<file path="src/rtl/rvee_pkg.sv">
`default_nettype none
// +----------------------------------------------------------------------+
// | rvee_pkg                                                             |
// | Shared privilege, interrupt-cause and controller-state definitions.  |
// | Revision: 1.0                                                        |
// +----------------------------------------------------------------------+
package rvee_pkg;

  localparam logic [1:0] PRIV_U = 2'd0;
  localparam logic [1:0] PRIV_S = 2'd1;
  localparam logic [1:0] PRIV_M = 2'd3;

  localparam int IRQ_SSI        = 1;
  localparam int IRQ_MSI        = 3;
  localparam int IRQ_STI        = 5;
  localparam int IRQ_MTI        = 7;
  localparam int IRQ_SEI        = 9;
  localparam int IRQ_MEI        = 11;
  localparam int IRQ_LOCAL_BASE = 16;

  typedef enum logic [1:0] {
    IDLE = 2'd0,
    REQ  = 2'd1,
    HOLD = 2'd2
  } irq_state_t;

endpackage
`default_nettype wire

</file>
<file path="src/rtl/rvee_irq_prio.sv">
`default_nettype none
// +----------------------------------------------------------------------+
// | rvee_irq_prio                                                        |
// | Fixed-priority interrupt selector: MEI>MSI>MTI>SEI>SSI>STI>locals.   |
// | Revision: 1.0                                                        |
// +----------------------------------------------------------------------+
module rvee_irq_prio
  import rvee_pkg::*;
#(
  parameter int N_SRC = 32,
  parameter int CW    = 31
) (
  input  logic [N_SRC-1:0] elig_i,
  output logic             valid_o,
  output logic [CW-1:0]    cause_o
);

  // Later assignments win, so sources are visited from lowest to highest priority.
  always_comb begin
    valid_o = |elig_i;
    cause_o = '0;
    for (int i = N_SRC - 1; i >= IRQ_LOCAL_BASE; i--) begin
      if (elig_i[i]) cause_o = CW'(i);
    end
    if (elig_i[IRQ_STI]) cause_o = CW'(IRQ_STI);
    if (elig_i[IRQ_SSI]) cause_o = CW'(IRQ_SSI);
    if (elig_i[IRQ_SEI]) cause_o = CW'(IRQ_SEI);
    if (elig_i[IRQ_MTI]) cause_o = CW'(IRQ_MTI);
    if (elig_i[IRQ_MSI]) cause_o = CW'(IRQ_MSI);
    if (elig_i[IRQ_MEI]) cause_o = CW'(IRQ_MEI);
  end

endmodule
`default_nettype wire

</file>
<file path="src/rtl/rvee_irq_ctrl.sv">
`default_nettype none
// +----------------------------------------------------------------------+
// | rvee_irq_ctrl                                                        |
// | M/S interrupt controller with local lines, delegation and hold-off.  |
// | Revision: 1.0                                                        |
// +----------------------------------------------------------------------+
module rvee_irq_ctrl
  import rvee_pkg::*;
#(
  parameter int                 XLEN        = 32,
  parameter int                 N_LOCAL     = 16,
  parameter logic [N_LOCAL-1:0] EDGE_MASK   = '0,
  parameter int                 HOLDOFF_CYC = 2,
  localparam int                N_SRC       = 16 + N_LOCAL
) (
  input  logic               clk,
  input  logic               rst,
  input  logic               meip,
  input  logic               msip,
  input  logic               mtip,
  input  logic               seip,
  input  logic               ssip,
  input  logic               stip,
  input  logic [N_LOCAL-1:0] local_irq,
  input  logic [1:0]         mode,
  input  logic               mstatus_mie,
  input  logic               mstatus_sie,
  input  logic [N_SRC-1:0]   mie_r,
  input  logic [N_SRC-1:0]   mideleg,
  input  logic               csr_clr_en,
  input  logic [N_LOCAL-1:0] csr_clr_mask,
  input  logic               irq_take,
  output logic               irq_req,
  output logic [XLEN-2:0]    irq_cause,
  output logic [1:0]         irq_mode,
  output logic [N_SRC-1:0]   pend_vec
);

  localparam int CW = XLEN - 1;

  irq_state_t         state_q, state_d;
  logic               req_q, req_d;
  logic [CW-1:0]      cause_q, cause_d;
  logic [1:0]         mode_q, mode_d;
  logic [3:0]         cnt_q, cnt_d;
  logic [N_LOCAL-1:0] latch_q, latch_d;
  logic [N_LOCAL-1:0] prev_q;

  logic               take_acc;
  logic [N_LOCAL-1:0] edge_set;
  logic [N_LOCAL-1:0] edge_clr;
  logic               m_ok, s_ok;
  logic [N_SRC-1:0]   m_elig, s_elig;
  logic               m_valid, s_valid;
  logic [CW-1:0]      m_cause, s_cause;
  logic               cand;
  logic [CW-1:0]      best_cause;
  logic [1:0]         best_mode;

  assign take_acc = (state_q == REQ) && irq_take;
  assign edge_set = local_irq & ~prev_q;

  // A new edge beats a clear arriving in the same cycle.
  always_comb begin
    edge_clr = '0;
    latch_d  = '0;
    for (int i = 0; i < N_LOCAL; i++) begin
      edge_clr[i] = (csr_clr_en & csr_clr_mask[i])
                  | (take_acc && (cause_q == CW'(IRQ_LOCAL_BASE + i)));
      latch_d[i]  = EDGE_MASK[i] & (edge_set[i] | (latch_q[i] & ~edge_clr[i]));
    end
  end

  always_comb begin
    pend_vec          = '0;
    pend_vec[IRQ_SSI] = ssip;
    pend_vec[IRQ_MSI] = msip;
    pend_vec[IRQ_STI] = stip;
    pend_vec[IRQ_MTI] = mtip;
    pend_vec[IRQ_SEI] = seip;
    pend_vec[IRQ_MEI] = meip;
    for (int i = 0; i < N_LOCAL; i++) begin
      pend_vec[IRQ_LOCAL_BASE + i] = EDGE_MASK[i] ? latch_q[i] : local_irq[i];
    end
  end

  assign m_ok   = (mode != PRIV_M) | mstatus_mie;
  assign s_ok   = (mode == PRIV_U) | ((mode == PRIV_S) & mstatus_sie);
  assign m_elig = pend_vec & mie_r & ~mideleg & {N_SRC{m_ok}};
  assign s_elig = pend_vec & mie_r &  mideleg & {N_SRC{s_ok}};

  rvee_irq_prio #(.N_SRC(N_SRC), .CW(CW)) u_prio_m (
    .elig_i  (m_elig),
    .valid_o (m_valid),
    .cause_o (m_cause)
  );

  rvee_irq_prio #(.N_SRC(N_SRC), .CW(CW)) u_prio_s (
    .elig_i  (s_elig),
    .valid_o (s_valid),
    .cause_o (s_cause)
  );

  assign cand       = m_valid | s_valid;
  assign best_cause = m_valid ? m_cause : s_cause;
  assign best_mode  = m_valid ? PRIV_M : PRIV_S;

  always_comb begin
    state_d = state_q;
    req_d   = 1'b0;
    cause_d = cause_q;
    mode_d  = mode_q;
    cnt_d   = cnt_q;
    case (state_q)
      IDLE: begin
        if (cand) begin
          state_d = REQ;
          req_d   = 1'b1;
          cause_d = best_cause;
          mode_d  = best_mode;
        end
      end
      REQ: begin
        // Decode consumes the cause it saw in the take cycle, so it is frozen here.
        if (irq_take) begin
          state_d = HOLD;
          cnt_d   = 4'(HOLDOFF_CYC);
        end else if (!cand) begin
          state_d = IDLE;
        end else begin
          req_d   = 1'b1;
          cause_d = best_cause;
          mode_d  = best_mode;
        end
      end
      HOLD: begin
        cnt_d = cnt_q - 4'd1;
        if (cnt_q <= 4'd1) state_d = IDLE;
      end
      default: state_d = IDLE;
    endcase
  end

  always_ff @(posedge clk) begin
    if (!rst) begin
      state_q <= IDLE;
      req_q   <= 1'b0;
      cause_q <= '0;
      mode_q  <= PRIV_M;
      cnt_q   <= '0;
      latch_q <= '0;
      prev_q  <= '0;
    end else begin
      state_q <= state_d;
      req_q   <= req_d;
      cause_q <= cause_d;
      mode_q  <= mode_d;
      cnt_q   <= cnt_d;
      latch_q <= latch_d;
      prev_q  <= local_irq;
    end
  end

  assign irq_req   = req_q;
  assign irq_cause = cause_q;
  assign irq_mode  = mode_q;

endmodule
`default_nettype wire
</file>
<file path="config.mk">
export PLATFORM = sky130hd
export DESIGN_NAME = rvee_irq_ctrl
export DESIGN_NICKNAME = d
export VERILOG_FILES = /design/src/rtl/rvee_pkg.sv /design/src/rtl/rvee_irq_prio.sv /design/src/rtl/rvee_irq_ctrl.sv
export SDC_FILE = /design/constraint.sdc
export NUM_CORES = 1
export LEC_CHECK = 0
export CORE_MARGIN = 2
export CORE_UTILIZATION = 29
export CTS_BUF_LIST = sky130_fd_sc_hd__clkbuf_8
export DETAILED_ROUTE_END_ITERATION = 6
export PLACE_DENSITY_LB_ADDON = 0.2
export SYNTH_ARGS = -nofsm -noshare
export SYNTH_HDL_FRONTEND = slang
export SYNTH_SLANG_ARGS = --single-unit
</file>
<file path="constraint.sdc">
create_clock -name clk -period 2.05 [get_ports clk]
set_input_delay 0.5125 -clock clk [delete_from_list [all_inputs] [get_ports clk]]
set_output_delay 0.5125 -clock clk [all_outputs]
set_load 0.02 [all_outputs]
</file>
Yosys cells after proc, flatten, opt, wreduce, memory -nomap -nowiden
Index checks and enable logic that the tools add are counted.

storage, ports and cells
  input port bits = 110
  output and inout bits = 66
  register bits = 40
  word-level logic and storage cells = 97

cells by class
  equality and inequality tests = 9
  add/sub/neg operators = 1
  bitwise gates (word level) = 10
  $lt $le $gt $ge = 1
  reduce and logical (&&, ||, !) cells = 9
  mux-type cells = 62

operators with widths
  kind                   count
  $mux W5                44
  $and A32 B32 Y32       5
  $mux W31               3
  $reduce_or A32 Y1      2
  $pmux W31 S2           1
  $not A32 Y32           1
  $mux W2                7
  $ne A2 B2 Y1 const B   5
  $pmux W4 S2            1
  $pmux W2 S3            1
  $eq A2 B1 Y1 const B   2
  $le A4 B1 Y1 const B   1
  $logic_not A2 Y1       2
  $mux W4                1
  $pmux W2 S2            1
  $reduce_and A2 Y1      2
  $reduce_bool A2 Y1     2
  $sub A4 B1 Y4 const B  1
  $ne A3 B3 Y1 const B   1
  $or A1 B1 Y1           3
  $reduce_and A3 Y1      1
  $eq A2 B2 Y1 const B   1
  $mux W1                2
  $pmux W1 S2            1
  $and A1 B1 Y1          1

Depth between registers and ports, before layout
Gate-level depths: netlist (run 1).

  word-level depth = 30
  depth in mapped cells = 8

By module
Synthesis (run 1) repeated with hierarchy kept, for this count alone.

unflattened totals
  cell total of the unflattened synthesis = 449
  area total of the unflattened synthesis = 3,664.8 um2

modules (own cells, without submodules)
  module         cells each  sequential area each (um2)  area an instance (um2)  instances
  rvee_irq_ctrl  297         780.7                       2,656.3                 1
  rvee_irq_prio  76          0.0                         504.2                   2

Least setup slack after synthesis (run 1)
No wires, ideal clock.

  path kind = input-to-reg
  start = input port mie_r[26]
  end = register cause_q[3], in the netlist irq_cause[3]
  arrival time = 1,935 ps
  library setup time = 134 ps
  path buffers = 0
  setup slack = -19 ps
  stages on the path = 7
  cell sequence = and3b_1 > nand4bb_4 > o41ai_4 > nand3_4 > o21a_4 > o311ai_1 > a21oi_1

between the ends
  cells in the longest elaborated chain, start to end = 24

RTL lines
  element                                           RTL line                                    source
  from (decl)                                       rvee_irq_ctrl.sv:28                         input logic [N_SRC-1:0] mie_r,
  $and A32 B32 Y32 (*)                              rvee_irq_ctrl.sv:89, rvee_irq_ctrl.sv:90
  $and A32 B32 Y32 (on tied branches) (2 in a row)  rvee_irq_ctrl.sv:90, rvee_irq_ctrl.sv:89
  $mux W5 (11 in a row)                             rvee_irq_prio.sv:23                         if (elig_i[i]) cause_o = CW'(i);
  $mux W5                                           rvee_irq_prio.sv:25                         if (elig_i[IRQ_STI]) cause_o = CW'(IRQ_STI);
  $mux W5                                           rvee_irq_prio.sv:26                         if (elig_i[IRQ_SSI]) cause_o = CW'(IRQ_SSI);
  $mux W5                                           rvee_irq_prio.sv:27                         if (elig_i[IRQ_SEI]) cause_o = CW'(IRQ_SEI);
  $mux W5                                           rvee_irq_prio.sv:28                         if (elig_i[IRQ_MTI]) cause_o = CW'(IRQ_MTI);
  $mux W5                                           rvee_irq_prio.sv:29                         if (elig_i[IRQ_MSI]) cause_o = CW'(IRQ_MSI);
  $mux W5                                           rvee_irq_prio.sv:30                         if (elig_i[IRQ_MEI]) cause_o = CW'(IRQ_MEI);
  $mux W31                                          rvee_irq_ctrl.sv:105                        assign best_cause = m_valid ? m_cause : s_cause;
  $mux W31 (*)                                      rvee_irq_ctrl.sv:116, rvee_irq_ctrl.sv:128
  $mux W31                                          rvee_irq_ctrl.sv:125                        if (irq_take) begin
  $pmux W31 S2 (*)                                  rvee_irq_ctrl.sv:114                        case (state_q)
  to (signal assigned)                              rvee_irq_ctrl.sv:156                        cause_q <= cause_d;
  to (decl)                                         rvee_irq_ctrl.sv:43                         logic [CW-1:0] cause_q, cause_d;

Mark *: on every way between the ends. The rest lies on a longest branch, timed or not. The select of a mux whose other input is x is not followed.
A chain may end at the register's enable or synchronous reset.

Worst setup path in the final report (run 1)
  start = input port mie_r[27]
  end = register cause_q[1], in the netlist irq_cause[1]

between the ends
  cells in the longest elaborated chain, start to end = 25

RTL lines
  element                                           RTL line
  $and A32 B32 Y32 (*)                              rvee_irq_ctrl.sv:89, rvee_irq_ctrl.sv:90
  $and A32 B32 Y32 (on tied branches) (2 in a row)  rvee_irq_ctrl.sv:90, rvee_irq_ctrl.sv:89
  $mux W5 (12 in a row)                             rvee_irq_prio.sv:23
  $mux W5                                           rvee_irq_prio.sv:25
  $mux W5                                           rvee_irq_prio.sv:26
  $mux W5                                           rvee_irq_prio.sv:27
  $mux W5                                           rvee_irq_prio.sv:28
  $mux W5                                           rvee_irq_prio.sv:29
  $mux W5                                           rvee_irq_prio.sv:30
  $mux W31                                          rvee_irq_ctrl.sv:105
  $mux W31 (*)                                      rvee_irq_ctrl.sv:116, rvee_irq_ctrl.sv:128
  $mux W31                                          rvee_irq_ctrl.sv:125
  $pmux W31 S2 (*)                                  rvee_irq_ctrl.sv:114

Marked as above.

==> results.sh, run 1 <==
export IMPL_status="finished clean"
export IMPL_antenna_found_initial=0
export IMPL_synth_async_sr_flop_share_pct=0
export IMPL_hold_violations=0
export IMPL_fin_skew_ns=0.006105
export IMPL_netlist_area_leader_share_pct=22.26
export IMPL_slew_viol_final=0
export IMPL_power_frac_clock_pct=17.1
export IMPL_dp_hpwl_um=5572
export IMPL_crit_fanout=7
export IMPL_comb_power_share_pct=60.2
export IMPL_leakage_nw=1.737
export IMPL_die_x_um=86.83
export IMPL_rows=30
export IMPL_swShare_pct=38.49
export IMPL_yosysWarnings=0
export IMPL_io_buffer_count=101
export IMPL_ys_top_cells_by_area="buf_4 (22%), dfxtp_1 (13%), nand3_1 (6.8%)"
export IMPL_p_seq_share_pct=22.8
export IMPL_cts_made_buffers=3
export IMPL_fmax_mhz=496.0
export IMPL_post_route_period_util_pct=98.35
export IMPL_p_per_area_mw_per_mm2=371.8
export IMPL_fin_crit_ns=2.016
export IMPL_clock_path_buffers=2
export IMPL_grt_pass1_vias=2348
export IMPL_peakVddDrop_mv=0.1743
export IMPL_root_buffer="clkbuf_8"
export IMPL_setup_viol=0
export IMPL_final_core_util_pct=52.92
export IMPL_vias=2504
export IMPL_syn_avg_cell_area_um2=7.287
export IMPL_mostFrequentLayoutCell="buf_4"
export IMPL_ys_ff_latch=13
export IMPL_drive_gt1_share_pct=36.20
export IMPL_drt_iter0_drc=62
export IMPL_cp_arrival_ns=2.13
export IMPL_end_kind="flip-flop"
export IMPL_numClockSinks=13
export IMPL_grt_max_degree=12
export IMPL_initial_core_util_pct=29.61
export IMPL_cts_tree="done"
export IMPL_nets=555
export IMPL_postSynthCellCount=273
export IMPL_p_sw_uw=508.8
export IMPL_avgRoutedWirePerCell_um=12.78
export IMPL_p_int_uw=813.1
export IMPL_place_congestion=0.8469
export IMPL_antenna_left=0
export IMPL_crit_path_start_kind="input port"
export IMPL_synth_ff_type="dfxtp_1"
export IMPL_hold_class="reg -> reg"
export IMPL_nFillCells=661
export IMPL_ios=176
export IMPL_synth_area_mm2=0.001989
export IMPL_clk_pin_slew_ns=0.05
export IMPL_wirelength_um=6672
export IMPL_worstPathRequired_ns=2.17
export IMPL_grt_pass1_wl_um=10060
export IMPL_firstDrtPassIters=5
export IMPL_finalSetupTns_ns=0
export IMPL_vias_per_cell=4.797
export IMPL_die_y_um=86.83
export IMPL_drc=0
export IMPL_grt_use_total_pct=16.26
export IMPL_ys_seq_area_share_pct=13.08
export IMPL_synth_edf_count=0
export IMPL_synth_top_cell_by_area="buf_4"
export IMPL_rsz0062_at_grt="yes"
export IMPL_final_cell_mix="buf_4 (89), conb_1 (37), clkdlybuf4s50_1 (29)"
export IMPL_areaGrowthSynthToFinish_pct=78.74
export IMPL_cts_max_level=1
export IMPL_crit_type="in -> reg"
export IMPL_synth_cell_types=54
export IMPL_gr_total_overflow=0
export IMPL_drv_cap=0
export IMPL_clk_latency_ns=0.25
export IMPL_diodes=0
export IMPL_core_area_mm2=0.006719
export IMPL_die_area_mm2=0.007539
power by group through the flow:
stage / Clock [mW] / Combinational [mW] / Sequential, mW
global route: 0.242 / 0.858 / 0.304
floorplan: 0 / 0.420 / 0.322
finish: 0.226 / 0.795 / 0.301
CTS: 0.228 / 0.757 / 0.300
global placement: 0 / 0.748 / 0.305
detailed placement: 0 / 0.757 / 0.305
cells in the mapped netlist (2+ instances only):
cell,n
buf_4,59
o21ai_1,3
nor2b_1,3
a31oi_1,2
o2111a_1,2
and3_1,2
dfxtp_1,13
o311ai_1,2
clkbuf_1,2
nor4_1,2
o211ai_1,4
and3b_1,6
nand4bb_4,2
nor3_1,4
ha_1,2
o21ai_0,11
inv_1,7
nor2_1,14
nand3_1,27
nand2b_1,2
nand3b_1,16
nand4_1,7
o221ai_1,2
or2_2,2
o31ai_1,4
nand2_1,25
conb_1,2
a21oi_1,16
a211oi_1,5
through the flow:
step	hold slack (ns)	setup WS, ns	instances	power (mW)	instance area (µm²)
3_3_place_gp	0.4637	-0.5494	498	1.053	3307
6_report	0.4687	0.03377	522	1.322	3556
2_1_floorplan	0.4517	-0.01575	308	0.7429	2121
3_5_place_dp	0.4660	-0.5788	498	1.062	3307
4_1_cts	0.4717	-0.01758	518	1.285	3422
5_1_grt	0.4867	-0.04017	522	1.404	3556
layout make-up:
| class | count | area (µm²) | share of cell area [%] |
|---|---|---|---|
| clock buffer | 3 | 41.29 | 1.161 |
| clock inverter | 1 | 3.754 | 0.1056 |
| inverter | 7 | 26.28 | 0.7389 |
| multi-input combinational | 227 | 1535 | 43.17 |
| sequential | 13 | 260.3 | 7.319 |
| tap | 80 | 100.1 | 2.815 |
| timing repair buffer | 191 | 1589 | 44.69 |
critical path, stage by stage:
cell	delay (ns)
buf_6	0.09
and3b_1	0.18
nand4bb_4	0.25
o41ai_4	0.50
nand3_4	0.15
o21a_4	0.26
o211ai_1	0.12
a21oi_2	0.07
worst paths after layout:
| kind | startpoint | end | slack (ns) | depth (start not counted) |
|---|---|---|---|---|
| setup reg to reg | cnt_q[0]$_SDFFE_PN0P_ | cnt_q[2]$_SDFFE_PN0P_ | 0.72 | 4 |
| hold / removal | irq_cause[0]$_SDFFE_PN0P_ | irq_cause[0]$_SDFFE_PN0P_ | 0.47 | 2 |
| setup / recovery | mie_r[27] | irq_cause[1]$_SDFFE_PN0P_ | 0.03 | 8 |
| hold reg to reg | irq_cause[0]$_SDFFE_PN0P_ | irq_cause[0]$_SDFFE_PN0P_ | 0.47 | 2 |
state kept, by name, summed over array words and instances (netlist names):
name       cells
irq_mode       1
cnt_q          4
irq_cause      5
irq_req        1
state_q        2
cell families after synthesis:
kind of cell | synth area share (%)
other | 0.3775
DFF | 13.08
adders and majority gates | 1.258
muxes | 0.5660
and+or+nand+nor | 35.98
buffers and inverters | 23.96
AOI/OAI and AO/OA | 24.78
what timing repair did:
item	CTS	global route
gates cloned	0	0
pin swaps	30	27
setup endpoints to repair	30	6
hold endpoints to repair	0	0
hold buffers	0	0
gates resized for setup	133	55
setup buffers	16	4
metal layers:
metal  share of wire (%)  vias up  global-route usage (%)  wire (µm)
met1                  42     1136                   19.46       2779
li1                    -     1256                       -          -
met2                  50      103                   30.05       3322
met3                 7.3        9                   3.429        484
met5                   0        -                       0          0
met4                 1.3        0                   2.557         86
No activity file was read; power rests on OpenSTA's default activity.
==> run 2, diff against run 1 <==
--- a/config.mk
+++ b/config.mk
@@ -5,7 +5,6 @@
 export SDC_FILE = /design/constraint.sdc
 export NUM_CORES = 1
 export LEC_CHECK = 0
-export CORE_MARGIN = 2
 export CORE_UTILIZATION = 29
 export CTS_BUF_LIST = sky130_fd_sc_hd__clkbuf_8
 export DETAILED_ROUTE_END_ITERATION = 6
==> run 2 against run 1 <==
The flow now finishes with violations (design-rule violations). Sequential power barely moved. First-iteration DRC count up 110%. Wire length is 1.7% higher. Sequential cell count stayed put. Largest power group unchanged. Non-clock buffer count is 1 lower. Highest routed layer unchanged. Critical path type unchanged.
==> results.sh, run 2 (synthesized netlist as in run 1, its figures left out) <==
export IMPL_status="finished with violations"
export IMPL_violations="design-rule violations"
export IMPL_antenna_found_initial=0
export IMPL_place_congestion=0.8123
export IMPL_nets=554
export IMPL_largest_register_ffs=5
export IMPL_slew_viol_final=0
export IMPL_crit_path_start_kind="input port"
export IMPL_nFillCells=629
export IMPL_swShare_pct=38.45
export IMPL_p_seq_share_pct=22.8
export IMPL_stdcell_count=518
export IMPL_grt_pass1_vias=2333
export IMPL_p_int_uw=811.6
export IMPL_p_sw_uw=507.1
export IMPL_initial_core_util_pct=30.63
export IMPL_path_cells="clkdlybuf4s50_1 -> o21ai_2 -> o31ai_2 -> buf_4 -> nand3_4 -> o21a_4 -> o211ai_1 -> a21oi_1"
export IMPL_peakVddDrop_mv=0.2274
export IMPL_ios=176
export IMPL_worstPathRequired_ns=2.17
export IMPL_comb_power_share_pct=60.3
export IMPL_p_per_area_mw_per_mm2=375.9
export IMPL_grt_max_degree=12
export IMPL_hold_ws_ns=0.4730
export IMPL_die_x_um=84.83
export IMPL_fin_total_pwr_mw=1.319
export IMPL_hold_violations=0
export IMPL_fin_skew_ns=0.0006009
export IMPL_antenna_left=0
export IMPL_avgRoutedWirePerCell_um=13.10
export IMPL_die_y_um=84.83
export IMPL_drv_cap=0
export IMPL_crit_type="in -> reg"
export IMPL_crit_fanout=7
export IMPL_critPathMaxStageDelay_ns=0.53
export IMPL_firstDrtPassIters=7
export IMPL_multi_input_area_mm2=0.001520
export IMPL_hold_class="reg -> reg"
export IMPL_io_buffer_count=101
export IMPL_dp_cells=496
export IMPL_cts_made_buffers=3
export IMPL_drive_gt1_share_pct=36.51
export IMPL_grt_pass1_wl_um=10410
export IMPL_cts_tree="done"
export IMPL_core_area_mm2=0.006495
export IMPL_rows=29
export IMPL_leakage_nw=1.731
export IMPL_dp_hpwl_um=5506
export IMPL_fin_crit_ns=2.016
export IMPL_clk_pin_slew_ns=0.05
export IMPL_fmax_mhz=496.0
export IMPL_wirelength_um=6785
export IMPL_vias=2493
export IMPL_mostFrequentLayoutCell="buf_4"
export IMPL_clk_latency_ns=0.24
export IMPL_root_buffer="clkbuf_8"
export IMPL_cp_num_buf_inv=2
export IMPL_register_area_um2=260.3
export IMPL_clock_path_buffers=2
export IMPL_final_cell_mix="buf_4 (89), conb_1 (37), clkdlybuf4s50_1 (32)"
export IMPL_cp_arrival_ns=2.13
export IMPL_power_frac_clock_pct=17.0
export IMPL_die_area_mm2=0.007195
export IMPL_path_delay_family="compound AO/OA/AOI/OAI gates"
export IMPL_rsz0062_at_grt="yes"
export IMPL_drc=9
export IMPL_vias_per_cell=4.813
export IMPL_grt_use_total_pct=17.77
export IMPL_cts_max_level=1
export IMPL_diodes=0
export IMPL_areaGrowthSynthToFinish_pct=76.35
export IMPL_gr_total_overflow=0
export IMPL_final_core_util_pct=54.02
export IMPL_post_route_period_util_pct=98.35
export IMPL_crit_slowest_cell="clkdlybuf4s50_1"
export IMPL_drt_iter0_drc=129
export IMPL_setup_viol=0
export IMPL_numClockSinks=13
export IMPL_end_kind="flip-flop"
## run 2: layer usage
layer | up-vias | global-route usage (%) | routed length, µm
li1 | 1262 | - | -
met1 | 1109 | 21.49 | 2883
met2 | 112 | 32.96 | 3287
met3 | 10 | 3.794 | 510
met4 | 0 | 2.465 | 102
met5 | - | 0 | 0
## run 2: metrics by stage
stage	TNS (ns)	setup WS [ns]	cell area, µm²
after floorplan	-0.04613	-0.01575	2121
after global placement	-7.529	-0.6035	3311
after detailed placement	-8.033	-0.6669	3311
after CTS	-0.03966	-0.02634	3477
after global routing	-0.1915	-0.06874	3508
final	0	0.03376	3508
## run 2: timing repair
item | 4_1_cts | 5_1_grt
gates resized for setup | 117 | 57
hold buffers | 0 | 0
hold endpoints to repair | 0 | 0
buffers inserted | 15 | 3
endpoints found under the setup margin | 30 | 8
pin swaps | 29 | 24
gates cloned | 0 | 0
## run 2: power by group through the flow
stage / logic (mW) / clock network (mW) / registers, mW
final: 0.795 / 0.224 / 0.300
after global routing: 0.854 / 0.241 / 0.305
after detailed placement: 0.761 / 0 / 0.305
after floorplan: 0.420 / 0 / 0.322
after global placement: 0.754 / 0 / 0.305
after CTS: 0.774 / 0.227 / 0.299
## run 2: layout make-up
type | count | share of cell area [%]
multi-input cells | 227 | 43.33
inverters | 7 | 0.7489
flip-flops and latches | 13 | 7.418
well taps | 77 | 2.746
repair buffers | 190 | 44.47
clock inverters | 1 | 0.1070
clock buffers | 3 | 1.177
## run 2: final timing paths
kind / from / to / slack, ns / cells after the start
max: mideleg[3] / irq_cause[0]$_SDFFE_PN0P_ / 0.03 / 8
min: irq_cause[0]$_SDFFE_PN0P_ / irq_cause[0]$_SDFFE_PN0P_ / 0.47 / 2
max reg2reg: cnt_q[0]$_SDFFE_PN0P_ / cnt_q[2]$_SDFFE_PN0P_ / 0.72 / 4
min reg2reg: irq_cause[0]$_SDFFE_PN0P_ / irq_cause[0]$_SDFFE_PN0P_ / 0.47 / 2
## run 2: worst min-delay path, cell delays in order (launching register included)
cell,delay [ns]
dfxtp_1,0.31
nand2_1,0.06
a21oi_1,0.05
